`src/rtl/rs_pkg.sv`:
```
// Shared types and constants for the multiplier reservation station.
// Optional feature macro: RS_AGE_SELECT_EN (adds per-entry age for oldest-first select).
package rs_pkg;

  localparam int RS_CMD_W = 10;
  localparam int RS_VAL_W = 64;
  // Widest ROB tag an entry can carry; narrower tags are zero-extended.
  localparam int RS_TAG_W = 8;
  // Wide enough for an age in a station of up to 8 entries.
  localparam int RS_AGE_W = 3;

  typedef struct packed {
    logic                busy;
    logic [RS_CMD_W-1:0] cmd;
    logic [RS_TAG_W-1:0] tag;
    logic [RS_VAL_W-1:0] val1;
    logic                rdy1;
    logic [RS_TAG_W-1:0] src1;
    logic [RS_VAL_W-1:0] val2;
    logic                rdy2;
    logic [RS_TAG_W-1:0] src2;
`ifdef RS_AGE_SELECT_EN
    logic [RS_AGE_W-1:0] age;
`endif
  } rs_entry_t;

endpackage

```
`src/rtl/mult_reservation_station_if.sv`:
```
// Dispatch / CDB / issue bus of the multiplier reservation station.
// slave = the station, master = the surrounding pipeline.
interface mult_reservation_station_if
  import rs_pkg::*;
#(
  parameter int ROBsizeLog = 5
);
  logic                  dispatchValid_i;
  logic [RS_CMD_W-1:0]   dispatchCommands_i;
  logic [ROBsizeLog-1:0] dispatchTag_i;
  logic [RS_VAL_W-1:0]   dispatchVal1_i;
  logic [RS_VAL_W-1:0]   dispatchVal2_i;
  logic                  dispatchRdy1_i;
  logic                  dispatchRdy2_i;
  logic [ROBsizeLog-1:0] dispatchSrc1_i;
  logic [ROBsizeLog-1:0] dispatchSrc2_i;
  logic                  full_o;
  logic                  cdbValid_i;
  logic [ROBsizeLog-1:0] cdbTag_i;
  logic [RS_VAL_W-1:0]   cdbVal_i;
  logic [RS_VAL_W-1:0]   reservationStationVal1_o;
  logic [RS_VAL_W-1:0]   reservationStationVal2_o;
  logic [RS_CMD_W-1:0]   reservationStationCommands_o;
  logic [ROBsizeLog-1:0] reservationStationTag_o;
  logic                  readyRS_o;
  logic                  stallRS_i;

  modport slave (
    input  dispatchValid_i, dispatchCommands_i, dispatchTag_i,
    input  dispatchVal1_i, dispatchVal2_i, dispatchRdy1_i, dispatchRdy2_i,
    input  dispatchSrc1_i, dispatchSrc2_i,
    input  cdbValid_i, cdbTag_i, cdbVal_i, stallRS_i,
    output full_o, reservationStationVal1_o, reservationStationVal2_o,
    output reservationStationCommands_o, reservationStationTag_o, readyRS_o
  );

  modport master (
    output dispatchValid_i, dispatchCommands_i, dispatchTag_i,
    output dispatchVal1_i, dispatchVal2_i, dispatchRdy1_i, dispatchRdy2_i,
    output dispatchSrc1_i, dispatchSrc2_i,
    output cdbValid_i, cdbTag_i, cdbVal_i, stallRS_i,
    input  full_o, reservationStationVal1_o, reservationStationVal2_o,
    input  reservationStationCommands_o, reservationStationTag_o, readyRS_o
  );
endinterface

```
`src/rtl/rs_entry.sv`:
```
// One reservation-station entry: dispatch write, CDB snoop/wakeup, free.
// With RS_AGE_SELECT_EN the entry also keeps an age that the top decrements.
module rs_entry
  import rs_pkg::*;
(
  input  logic                clk,
  input  logic                rst,
  input  logic                wr_en,
  input  rs_entry_t           wr_data,
  input  logic                cdb_valid,
  input  logic [RS_TAG_W-1:0] cdb_tag,
  input  logic [RS_VAL_W-1:0] cdb_val,
  input  logic                free_en,
`ifdef RS_AGE_SELECT_EN
  input  logic                age_dec,
`endif
  output rs_entry_t           q
);

  rs_entry_t base;
  rs_entry_t nxt;

  // Next entry state; the CDB compare is shared by resident and incoming operands.
  always_comb begin
    base = wr_en ? wr_data : q;
    nxt  = base;
    if (base.busy && cdb_valid && !base.rdy1 && (cdb_tag == base.src1)) begin
      nxt.val1 = cdb_val;
      nxt.rdy1 = 1'b1;
    end
    if (base.busy && cdb_valid && !base.rdy2 && (cdb_tag == base.src2)) begin
      nxt.val2 = cdb_val;
      nxt.rdy2 = 1'b1;
    end
`ifdef RS_AGE_SELECT_EN
    if (age_dec) nxt.age = base.age - 1'b1;
`endif
    // Issue wins over a same-cycle wakeup: the entry just leaves.
    if (free_en) begin
      nxt      = q;
      nxt.busy = 1'b0;
    end
  end

  // Entry register with synchronous reset.
  always_ff @(posedge clk) begin
    if (rst) q <= '0;
    else     q <= nxt;
  end

endmodule

```
`src/rtl/mult_reservation_station.sv`:
```
// Multiplier reservation station top: free-slot find, select, issue mux.
// Optional macro RS_AGE_SELECT_EN: select oldest eligible entry instead of lowest index.
module mult_reservation_station
  import rs_pkg::*;
#(
  parameter int ROBsize    = 16,
  parameter int ROBsizeLog = $clog2(ROBsize + 1),
  parameter int RSsize     = 4
) (
  input  logic                       clk_i,
  input  logic                       reset_i,
  mult_reservation_station_if.slave  bus
);

  localparam int IDX_W = $clog2(RSsize);

  rs_entry_t               ent [RSsize];
  rs_entry_t               disp;
  rs_entry_t               sel;
  logic [RSsize-1:0]       busy_v, elig_v, wr_v, free_v;
  logic [IDX_W-1:0]        pick_idx, sel_idx, lock_idx;
  logic                    pick_valid, lock_valid, ready, accept, full, found;
  logic                    unused_bits;
`ifdef RS_AGE_SELECT_EN
  logic [RSsize-1:0]       age_dec;
  logic [RS_AGE_W:0]       busy_cnt;
  logic [RS_AGE_W-1:0]     best_age;
`endif

  for (genvar g = 0; g < RSsize; g++) begin : g_ent
    rs_entry u_entry (
      .clk       (clk_i),
      .rst       (reset_i),
      .wr_en     (wr_v[g]),
      .wr_data   (disp),
      .cdb_valid (bus.cdbValid_i),
      .cdb_tag   (RS_TAG_W'(bus.cdbTag_i)),
      .cdb_val   (bus.cdbVal_i),
      .free_en   (free_v[g]),
`ifdef RS_AGE_SELECT_EN
      .age_dec   (age_dec[g]),
`endif
      .q         (ent[g])
    );
    assign busy_v[g] = ent[g].busy;
    assign elig_v[g] = ent[g].busy & ent[g].rdy1 & ent[g].rdy2;
  end

  assign full   = &busy_v;
  assign ready  = |elig_v;
  assign accept = ready & ~bus.stallRS_i;

  // Candidate pick from registered state: lowest index, or smallest age.
  always_comb begin
    pick_idx   = '0;
    pick_valid = 1'b0;
`ifdef RS_AGE_SELECT_EN
    best_age   = '1;
    for (int unsigned i = 0; i < RSsize; i++) begin
      if (elig_v[i] && (!pick_valid || ent[i].age < best_age)) begin
        pick_valid = 1'b1;
        pick_idx   = IDX_W'(i);
        best_age   = ent[i].age;
      end
    end
`else
    for (int unsigned i = 0; i < RSsize; i++) begin
      if (elig_v[i] && !pick_valid) begin
        pick_valid = 1'b1;
        pick_idx   = IDX_W'(i);
      end
    end
`endif
  end

  // A presented-but-stalled entry is locked so later wakeups cannot displace it.
  assign sel_idx = lock_valid ? lock_idx : pick_idx;
  assign sel     = ent[sel_idx];

  // Selection lock register.
  always_ff @(posedge clk_i) begin
    if (reset_i) begin
      lock_valid <= 1'b0;
      lock_idx   <= '0;
    end else begin
      lock_valid <= ready & bus.stallRS_i;
      lock_idx   <= sel_idx;
    end
  end

  // Lowest free slot, dispatch record, issue free and age bookkeeping.
  always_comb begin
    wr_v   = '0;
    found  = 1'b0;
    free_v = '0;
    for (int unsigned i = 0; i < RSsize; i++) begin
      if (!busy_v[i] && !found) begin
        found   = 1'b1;
        wr_v[i] = bus.dispatchValid_i & ~full;
      end
    end
    free_v[sel_idx] = accept;

    disp      = '0;
    disp.busy = 1'b1;
    disp.cmd  = bus.dispatchCommands_i;
    disp.tag  = RS_TAG_W'(bus.dispatchTag_i);
    disp.val1 = bus.dispatchVal1_i;
    disp.rdy1 = bus.dispatchRdy1_i;
    disp.src1 = RS_TAG_W'(bus.dispatchSrc1_i);
    disp.val2 = bus.dispatchVal2_i;
    disp.rdy2 = bus.dispatchRdy2_i;
    disp.src2 = RS_TAG_W'(bus.dispatchSrc2_i);
`ifdef RS_AGE_SELECT_EN
    busy_cnt = '0;
    age_dec  = '0;
    for (int unsigned i = 0; i < RSsize; i++) begin
      busy_cnt   = busy_cnt + (RS_AGE_W+1)'(busy_v[i]);
      age_dec[i] = accept & busy_v[i] & (ent[i].age > sel.age);
    end
    // Newcomer is younger than every entry surviving this edge.
    disp.age = RS_AGE_W'(busy_cnt - (RS_AGE_W+1)'(accept));
`endif
  end

  // Issue outputs, forced to zero when nothing is eligible.
  always_comb begin
    bus.full_o                       = full;
    bus.readyRS_o                    = ready;
    bus.reservationStationVal1_o     = ready ? sel.val1 : '0;
    bus.reservationStationVal2_o     = ready ? sel.val2 : '0;
    bus.reservationStationCommands_o = ready ? sel.cmd  : '0;
    bus.reservationStationTag_o      = ready ? sel.tag[ROBsizeLog-1:0] : '0;
  end

  // Fields only consumed inside the entries or above the configured tag width.
  always_comb begin
    unused_bits = ^sel;
    for (int unsigned i = 0; i < RSsize; i++) begin
      unused_bits = unused_bits ^ (^{ent[i].src1, ent[i].src2, ent[i].tag});
    end
  end

endmodule

```
`src/flat_wrapper.sv`:
```
// flat-port wrapper written by rule: the top's interface ports become plain ports
module mult_reservation_station_flat import rs_pkg::*;
#(
  parameter int ROBsize    = 16,
  parameter int ROBsizeLog = $clog2(ROBsize + 1),
  parameter int RSsize     = 4
)
  (clk_i, reset_i, bus_dispatchValid_i, bus_dispatchCommands_i, bus_dispatchTag_i, bus_dispatchVal1_i, bus_dispatchVal2_i, bus_dispatchRdy1_i, bus_dispatchRdy2_i, bus_dispatchSrc1_i, bus_dispatchSrc2_i, bus_cdbValid_i, bus_cdbTag_i, bus_cdbVal_i, bus_stallRS_i, bus_full_o, bus_reservationStationVal1_o, bus_reservationStationVal2_o, bus_reservationStationCommands_o, bus_reservationStationTag_o, bus_readyRS_o);
  mult_reservation_station_if #(.ROBsizeLog(ROBsizeLog)) bus_i ();
  input  logic clk_i;
  input  logic reset_i;
  input wire logic [$bits(bus_i.dispatchValid_i)-1:0] bus_dispatchValid_i;
  input wire logic [$bits(bus_i.dispatchCommands_i)-1:0] bus_dispatchCommands_i;
  input wire logic [$bits(bus_i.dispatchTag_i)-1:0] bus_dispatchTag_i;
  input wire logic [$bits(bus_i.dispatchVal1_i)-1:0] bus_dispatchVal1_i;
  input wire logic [$bits(bus_i.dispatchVal2_i)-1:0] bus_dispatchVal2_i;
  input wire logic [$bits(bus_i.dispatchRdy1_i)-1:0] bus_dispatchRdy1_i;
  input wire logic [$bits(bus_i.dispatchRdy2_i)-1:0] bus_dispatchRdy2_i;
  input wire logic [$bits(bus_i.dispatchSrc1_i)-1:0] bus_dispatchSrc1_i;
  input wire logic [$bits(bus_i.dispatchSrc2_i)-1:0] bus_dispatchSrc2_i;
  input wire logic [$bits(bus_i.cdbValid_i)-1:0] bus_cdbValid_i;
  input wire logic [$bits(bus_i.cdbTag_i)-1:0] bus_cdbTag_i;
  input wire logic [$bits(bus_i.cdbVal_i)-1:0] bus_cdbVal_i;
  input wire logic [$bits(bus_i.stallRS_i)-1:0] bus_stallRS_i;
  output wire logic [$bits(bus_i.full_o)-1:0] bus_full_o;
  output wire logic [$bits(bus_i.reservationStationVal1_o)-1:0] bus_reservationStationVal1_o;
  output wire logic [$bits(bus_i.reservationStationVal2_o)-1:0] bus_reservationStationVal2_o;
  output wire logic [$bits(bus_i.reservationStationCommands_o)-1:0] bus_reservationStationCommands_o;
  output wire logic [$bits(bus_i.reservationStationTag_o)-1:0] bus_reservationStationTag_o;
  output wire logic [$bits(bus_i.readyRS_o)-1:0] bus_readyRS_o;
  assign bus_i.dispatchValid_i = bus_dispatchValid_i;
  assign bus_i.dispatchCommands_i = bus_dispatchCommands_i;
  assign bus_i.dispatchTag_i = bus_dispatchTag_i;
  assign bus_i.dispatchVal1_i = bus_dispatchVal1_i;
  assign bus_i.dispatchVal2_i = bus_dispatchVal2_i;
  assign bus_i.dispatchRdy1_i = bus_dispatchRdy1_i;
  assign bus_i.dispatchRdy2_i = bus_dispatchRdy2_i;
  assign bus_i.dispatchSrc1_i = bus_dispatchSrc1_i;
  assign bus_i.dispatchSrc2_i = bus_dispatchSrc2_i;
  assign bus_i.cdbValid_i = bus_cdbValid_i;
  assign bus_i.cdbTag_i = bus_cdbTag_i;
  assign bus_i.cdbVal_i = bus_cdbVal_i;
  assign bus_i.stallRS_i = bus_stallRS_i;
  assign bus_full_o = bus_i.full_o;
  assign bus_reservationStationVal1_o = bus_i.reservationStationVal1_o;
  assign bus_reservationStationVal2_o = bus_i.reservationStationVal2_o;
  assign bus_reservationStationCommands_o = bus_i.reservationStationCommands_o;
  assign bus_reservationStationTag_o = bus_i.reservationStationTag_o;
  assign bus_readyRS_o = bus_i.readyRS_o;
  mult_reservation_station #(.ROBsize(ROBsize), .ROBsizeLog(ROBsizeLog), .RSsize(RSsize)) u_core (.clk_i(clk_i), .reset_i(reset_i), .bus(bus_i));
endmodule
```
`config.mk`:
```
export PLATFORM = sky130hd
export DESIGN_NAME = mult_reservation_station_flat
export DESIGN_NICKNAME = d
export VERILOG_FILES = /design/src/rtl/rs_pkg.sv /design/src/rtl/mult_reservation_station_if.sv /design/src/rtl/rs_entry.sv /design/src/rtl/mult_reservation_station.sv /design/src/flat_wrapper.sv
export SDC_FILE = /design/constraint.sdc
export NUM_CORES = 2
export LEC_CHECK = 0
export BUFFER_PORTS_ARGS = -buffer_cell sky130_fd_sc_hd__buf_4
export CELL_PAD_IN_SITES_DETAIL_PLACEMENT = 0
export CELL_PAD_IN_SITES_GLOBAL_PLACEMENT = 2
export CORE_MARGIN = 1.5
export CORE_UTILIZATION = 32
export DETAILED_ROUTE_END_ITERATION = 12
export HOLD_SLACK_MARGIN = 0.02
export PLACE_DENSITY = 0.84
export SYNTH_ARGS = -nofsm -noshare
export SYNTH_HDL_FRONTEND = slang
export SYNTH_SLANG_ARGS = --single-unit
export TNS_END_PERCENT = 1
```
`constraint.sdc`:
```
create_clock -name clk_i -period 2.75 [get_ports clk_i]
set_input_delay 0.55 -clock clk_i [delete_from_list [all_inputs] [get_ports clk_i]]
set_output_delay 0.55 -clock clk_i [all_outputs]
set_load 0.02 [all_outputs]
```
; Yosys cells after proc, flatten, opt, wreduce, memory -nomap -nowiden
; Cells that the tools add are included.
[totals]
ff_bits = 651
latchBits = 0
mem_bits_rw = 0
mem_bits_ro = 0
in_bits = 229
mem_count = 0
[classes]
add_sub_neg = 0
mul = 0
div_mod_pow = 0
order_cmp = 3
eq_ne = 8
shift = 0
n_mux = 35
n_bitwise = 19
n_reduce_logical = 69
[ops]
columns = operator, count
row1 = 165-bit 2-to-1 mux, 4
row2 = 65-bit 2-to-1 mux, 8
row3 = 165-bit binary-select mux with 2-bit select, 1
row4 = 164-bit 2-to-1 mux, 2
row5 = 64-bit 2-to-1 mux, 2
row6 = 5-bit by 8-bit == test with 1-bit output, 8
row7 = 1-bit logical AND, 27
row8 = 2-bit AND reduction, 12
row9 = 1-bit zero test, 16
row10 = 2-bit nonzero test, 8
row11 = 1-bit 2-to-1 mux, 12
row12 = 1-bit AND, 11
row13 = 10-bit 2-to-1 mux, 1
row14 = 2-bit OR reduction, 4
row15 = 2-bit 2-to-1 mux, 3
row16 = 1-bit inverter, 6
row17 = 5-bit 2-to-1 mux, 1
row18 = 4-bit AND, 1
row19 = 4-bit AND reduction, 1
row20 = 4-bit OR reduction, 1
row21 = 3-bit >= comparator (second input constant), 1
row22 = 2-bit by 3-bit less-than comparator with 1-bit output (second input constant), 1
row23 = 2-bit inverter with 3-bit output, 1
row24 = 1-bit demux with 2-bit select, 1
row25 = 2-bit by 1-bit >= comparator with 1-bit output (second input constant), 1

; Longest topological paths before layout
[depth]
ltp_word = 20
depth_mapped = 12

; Cells and area by module
; From an unflattened synthesis, not the netlist that was laid out.
[hier_totals]
cells_unflattened = 4903
area_unflattened_um2 = 39143.8
[modules_own_cells]
columns = mod, n_inst, cells_each, area_per_inst_um2, seq_area_each_um2
row1 = rs_entry, 4, 1093, 8624.5, 3303.2
row2 = mult_reservation_station, 1, 531, 4645.7, 60.1

; Worst setup path after synthesis
; OpenSTA, ideal clock, no wires.
[synth_timing]
path_type = reg2out
start = reg u_core.g_ent[1].u_entry.q[164] (netlist name)
end = out bus_reservationStationCommands_o[0]
arrival_time_ns = 2.417
required_ns = 2.200
slack_ns = -0.217
path_stages_with_launch = 9
cell_sequence = dfxtp_1 and3_1 or2_1 o31a_1 buf_2 buf_1 buf_2 mux2i_1 a211oi_1
[synth_via]
elab_chain_cells = 16
word_cells_on_any_way = 19
[synth_lines]
columns = item, line
row1 = start: declaration, rs_entry.sv:17  ; output rs_entry_t q
row2 = start signal: assignment, rs_entry.sv:48  ; else q <= nxt;
row3 = 1-bit AND (*) (2 in a row), mult_reservation_station.sv:46  ; assign elig_v[g] = ent[g].busy & ent[g].rdy1 & ent[g].rdy2;
row4 = 1-bit logical AND, mult_reservation_station.sv:68  ; if (elig_v[i] && !pick_valid) begin
row5 = 1-bit 2-to-1 mux, mult_reservation_station.sv:68
row6 = 1-bit zero test, mult_reservation_station.sv:68
row7 = 1-bit logical AND, mult_reservation_station.sv:68
row8 = 1-bit 2-to-1 mux, mult_reservation_station.sv:68
row9 = 1-bit zero test, mult_reservation_station.sv:68
row10 = 1-bit logical AND, mult_reservation_station.sv:68
row11 = 2-bit 2-to-1 mux, mult_reservation_station.sv:68
row12 = 2-bit 2-to-1 mux, mult_reservation_station.sv:77  ; assign sel_idx = lock_valid ? lock_idx : pick_idx;
row13 = 2-bit inverter with 3-bit output (not written as such), mult_reservation_station.sv:78  ; assign sel = ent[sel_idx];
row14 = 165-bit binary-select mux with 2-bit select, mult_reservation_station.sv:78
row15 = 164-bit 2-to-1 mux (not written as such) (2 in a row), mult_reservation_station.sv:78
row16 = 10-bit 2-to-1 mux (*), mult_reservation_station.sv:132  ; bus.reservationStationCommands_o = ready ? sel.cmd : '0;
row17 = end: declaration, flat_wrapper.sv:28  ; output wire logic [$bits(bus_i.reservationStationCommands_o)-1:0] bus_reservationStationCommands_o;
; Every way passes the cells marked *; elsewhere a longest branch is shown, timed or not. The select of a mux whose other input is x is not followed.

; Worst setup path after layout
[layout_timing]
start = reg u_core.g_ent[1].u_entry.q[81] (netlist name)
end = out bus_reservationStationVal1_o[51]
[layout_via]
elab_chain_cells = 16
word_cells_on_any_way = 19
[layout_lines]
columns = item, line
row1 = 1-bit AND (*) (2 in a row), mult_reservation_station.sv:46
row2 = 1-bit logical AND, mult_reservation_station.sv:68
row3 = 1-bit 2-to-1 mux, mult_reservation_station.sv:68
row4 = 1-bit zero test, mult_reservation_station.sv:68
row5 = 1-bit logical AND, mult_reservation_station.sv:68
row6 = 1-bit 2-to-1 mux, mult_reservation_station.sv:68
row7 = 1-bit zero test, mult_reservation_station.sv:68
row8 = 1-bit logical AND, mult_reservation_station.sv:68
row9 = 2-bit 2-to-1 mux, mult_reservation_station.sv:68
row10 = 2-bit 2-to-1 mux, mult_reservation_station.sv:77
row11 = 2-bit inverter with 3-bit output (not written as such), mult_reservation_station.sv:78
row12 = 165-bit binary-select mux with 2-bit select, mult_reservation_station.sv:78
row13 = 164-bit 2-to-1 mux (not written as such) (2 in a row), mult_reservation_station.sv:78
row14 = 64-bit 2-to-1 mux (*), mult_reservation_station.sv:130  ; bus.reservationStationVal1_o = ready ? sel.val1 : '0;
row15 = end: declaration, flat_wrapper.sv:26  ; output wire logic [$bits(bus_i.reservationStationVal1_o)-1:0] bus_reservationStationVal1_o;
; Marks and branches as above.

==> flow_summary_export.csv <==
group,metric,value,unit
worst_setup_path,worst_path_dominant_cell_family,"compound AO/OA/AOI/OAI gates",
worst_setup_path,r2r-end,"u_core.g_ent[0].u_entry.q[43]",
worst_setup_path,critPathMaxStageDelay,0.40,ns
detailed_routing,first_iter_violations,3482,
clock_network,cts-root-buf,"clkbuf_16",
floorplan,die_y,341.2,um
yosys,synth_area_per_cell,7.865,um2
power_and_ir_drop,p_sw,6.494,mW
worst_setup_path,reg2reg_slack,-0.03,ns
sta,setup_viol,153,
yosys,ys_ff_latch,651,
run_status,violations,"negative setup slack",
sta,holdWs,0.1643,ns
power_and_ir_drop,seqPwrFrac,41.3,%
yosys,synth-edff-count,0,
yosys,yosys.area.top_type,"dfxtp_1",
detailed_routing,ant_nets,0,
clock_network,clkTransAtPathRegs,0.06,ns
power_and_ir_drop,p_leak,19.79,nW
yosys,synth_area_leaders,"dfxtp_1 (36%), nor2_1 (8.1%), a211oi_1 (7.2%)",
run_status,outcome,"finished, violations left",
detailed_routing,drc,0,
detailed_routing,drt-pass1-iter-count,6,
yosys,seq_area_frac_synth,35.61,%
power_and_ir_drop,internal_power,17.76,mW
worst_setup_path,crit_required,2.20,ns
min_path,holdPathEnd,"u_core.g_ent[2].u_entry.q[147]",
min_path,hold_depth,3,
global_routing,grt_pass1_vias,35940,
detailed_routing,viasPerCell,5.822,
power_and_ir_drop,comb_power_share,11.5,%
detailed_routing,routed-via-count,37718,
floorplan,design.die.area,116400,um2
cells_and_area,n_fill_cell,11341,
floorplan,start_util,32.40,%
job,maxCapViolCount,0,
clock_network,cts_tree,"done",
sta,fmax,0.2860,GHz
min_path,min_path_type,"input port to register",
yosys,synthFlopType,"dfxtp_1",
placement,gp_congestion,0.8636,
yosys,synthArstFlopShare,0,%
worst_setup_path,start_kind,"register",
power_and_ir_drop,power_density,515.6,nW/um2
floorplan,die_x,341.2,um
floorplan,ios,374,
clock_network,clock_latency,0.66,ns
power_and_ir_drop,ir_worst_vdd,0.4226,mV
clock_network,htreeDepth,3,
worst_setup_path,path_class,"register to output pin",
sta,fin_tns_setup,-83.05,ns
power_and_ir_drop,sw_frac_of_total,26.77,%
cells_and_area,drive_gt1_share,22.94,%
yosys,syn_nets,4882,
detailed_routing,post_drt_wl_per_cell,25.06,um
sta,maxSlewViolCount,0,
global_routing,antenna_found_initial,12,
worst_setup_path,cp_cell_sequence,"and3_4, or2_4, o31a_4, buf_12, buf_6, mux2i_1, a211oi_2, buf_4, buf_4",
sta,post-route-period-util,127.1,%
worst_setup_path,worst_ep_arrival_time,2.95,ns
sta,hold_viol,0,
power_and_ir_drop,clkPwrFrac,47.2,%
clock_network,cts_sinks,651,
detailed_routing,routed_wirelength,162.4,mm
sta,rsz0062_at_grt,"yes",
worst_setup_path,cp_num_buf_inv,4,
placement,hpwl,100.8,mm
min_path,hp-start,"bus_dispatchTag_i[1]",
worst_setup_path,path_depth,9,
clock_network,cts_buffers,84,
cells_and_area,multi_input_area,21990,um2
yosys,synth_area,36590,um2
yosys,synth_warnings,0,
yosys,yosysTopAreaCellShare,35.61,%
clock_network,clockBufferDepth,3,
global_routing,grt_util_all_layers,26.75,%
global_routing,grt_pass1_wl,239.4,mm
cells_and_area,syn_to_final_growth,28.55,%
worst_setup_path,crit_top_cell,"buf_4",
global_routing,grt_overflow,0,
yosys,synth_cell_types,68,
worst_setup_path,r2r_start,"u_core.g_ent[0].u_entry.q[164]",
sta,finalCriticalPeriod,3.496,ns
sta,clock_skew,0.01888,ns
cells_and_area,nets,5142,
sta,fin_ws,-0.7463,ns
cells_and_area,ff_latch_area,13040,um2
sta,worst_pin_slew,0.9067,ns
worst_setup_path,cp_slowest_cell,"a211oi_2",
floorplan,rows,123,
floorplan,core,113000,um2
worst_setup_path,end_kind,"output pin",
worst_setup_path,worst-r2r-cell-count,10,
yosys,syn_inst,4653,
sta,max_slew_margin,39.55,%
global_routing,grt_max_degree,130,
worst_setup_path,critical_path_peak_fanout,21,
placement,port_buffers,373,
cells in the final DEF, fill, tap and decap left out, types with 37 or more instances in the layout:
master | netlist | layout
a2111oi_2 | 51 | 51
a211oi_1 | 353 | 264
a211oi_2 | 0 | 88
a21oi_1 | 115 | 113
a31oi_1 | 135 | 135
and2_0 | 40 | 40
and4_1 | 66 | 66
buf_12 | 0 | 111
buf_4 | 5 | 556
buf_6 | 8 | 37
clkbuf_16 | 0 | 90
dfxtp_1 | 651 | 649
inv_1 | 79 | 77
mux2i_1 | 251 | 248
nand2_1 | 352 | 349
nand3_1 | 76 | 73
nor2_1 | 791 | 785
nor2b_1 | 145 | 127
nor3_1 | 135 | 125
nor4_1 | 73 | 70
o211a_1 | 127 | 127
o21ai_0 | 197 | 197
o221a_2 | 65 | 65
o22ai_1 | 71 | 71
o2bb2ai_1 | 128 | 128
worst register-to-register path, stage by stage (launching register included):
cell       delay [ns]
dfxtp_2          0.32
buf_6            0.13
and2b_2          0.29
buf_6            0.17
mux2i_4          0.25
xnor2_2          0.09
nor4_4           0.49
buf_6            0.25
buf_16           0.22
nor3_1           0.14
a2111oi_2        0.32
state kept, by name (all words and copies together) (netlist names):
register / count
u_core.g_ent.u_entry.q: 648
u_core.lock_idx: 2
u_core.lock_valid: 1
cells by family (layout without fill, tap and decap cells):
family | count (synthesis) | after routing | synth area share [%]
AO/OA/AOI/OAI | 1322 | 1322 | 27.46
XOR/XNOR | 30 | 30 | 0.7180
buffers and inverters | 619 | 944 | 6.825
flip-flops | 651 | 651 | 35.61
multiplexers | 254 | 254 | 6.989
other | 0 | 1 | 0
AND/OR/NAND/NOR | 1777 | 1777 | 22.39
power groups by stage:
stage,Clock (mW),Sequential (mW),Combinational [mW]
2_1_floorplan,0,10.2,1.41
3_3_place_gp,0,10.2,2.68
3_5_place_dp,0,10.2,2.71
4_1_cts,11.6,10.0,2.73
5_1_grt,12.0,10.1,2.97
6_report,11.5,10.0,2.78
routing by layer:
metal,up-vias,global-route usage (%),wire (um)
met3,248,3.860,11070
met1,18615,35.97,71140
met5,-,0,81
met4,12,9.000,4682
met2,1467,43.68,75390
li1,17376,-,-
per-stage QoR:
stage	setup slack [ns]	cells	cell area (um2)	utilization (%)	total power, mW
floorplan	-0.1915	4653	36780	-	11.57
global placement	-0.4631	6326	43500	38.51	12.89
detailed placement	-0.4902	6326	43500	38.51	12.92
CTS	-0.7722	6477	46690	41.33	24.39
global route	-0.8200	6479	47040	41.65	25.05
finish	-0.7463	6479	47040	41.65	24.25
how the worst max path moves through the flow:
| stage | start | end | slack (ns) |
|---|---|---|---|
| after floorplan | u_core.g_ent[1].u_entry.q[164] | bus_reservationStationVal1_o[10] | -0.19 |
| after detailed placement | u_core.g_ent[1].u_entry.q[164] | bus_reservationStationVal1_o[51] | -0.49 |
| after global routing | u_core.g_ent[1].u_entry.q[81] | bus_reservationStationVal2_o[12] | -0.82 |
| after CTS | u_core.g_ent[1].u_entry.q[81] | bus_reservationStationVal2_o[12] | -0.77 |
| final | u_core.g_ent[1].u_entry.q[81] | bus_reservationStationVal1_o[51] | -0.75 |
| after global placement | u_core.g_ent[1].u_entry.q[164] | bus_reservationStationVal1_o[51] | -0.46 |
layout make-up:
| class | count | share of cell area, % |
|---|---|---|
| flip-flops and latches | 651 | 27.71 |
| multi-input cells | 3383 | 46.74 |
| clock inverters | 23 | 0.5186 |
| clock buffers | 128 | 5.471 |
| diodes | 1 | 0.005319 |
| repair buffers | 714 | 14.93 |
| well taps | 1500 | 3.990 |
| inverters | 79 | 0.6357 |
what timing repair did:
item                                    in CTS  in global routing
hold buffers                                 0                  0
buffers inserted                             0                  0
gates resized for setup                     81                 77
endpoints found under the setup margin     253                302
endpoints found under the hold margin        0                  0
pin swaps                                   92                 94
cloned                                       0                  1
synth_stat cells (all sizes together) (6+ instances only):
| library cell | instances |
|---|---|
| nor2 | 792 |
| dfxtp | 651 |
| clkbuf | 386 |
| a211oi | 353 |
| nand2 | 352 |
| mux2i | 251 |
| o21ai | 200 |
| buf | 154 |
| nor2b | 145 |
| a31oi | 135 |
| nor3 | 135 |
| o2bb2ai | 128 |
| o211a | 127 |
| a21oi | 115 |
| inv | 79 |
| nand3 | 76 |
| nor4 | 75 |
| o22ai | 71 |
| and2 | 69 |
| a2111oi | 68 |
| and4 | 66 |
| o221a | 65 |
| o211ai | 29 |
| and3 | 28 |
| xor2 | 18 |
| nand2b | 15 |
| xnor2 | 12 |
| or2 | 6 |
(Power assumes the default switching activity.)
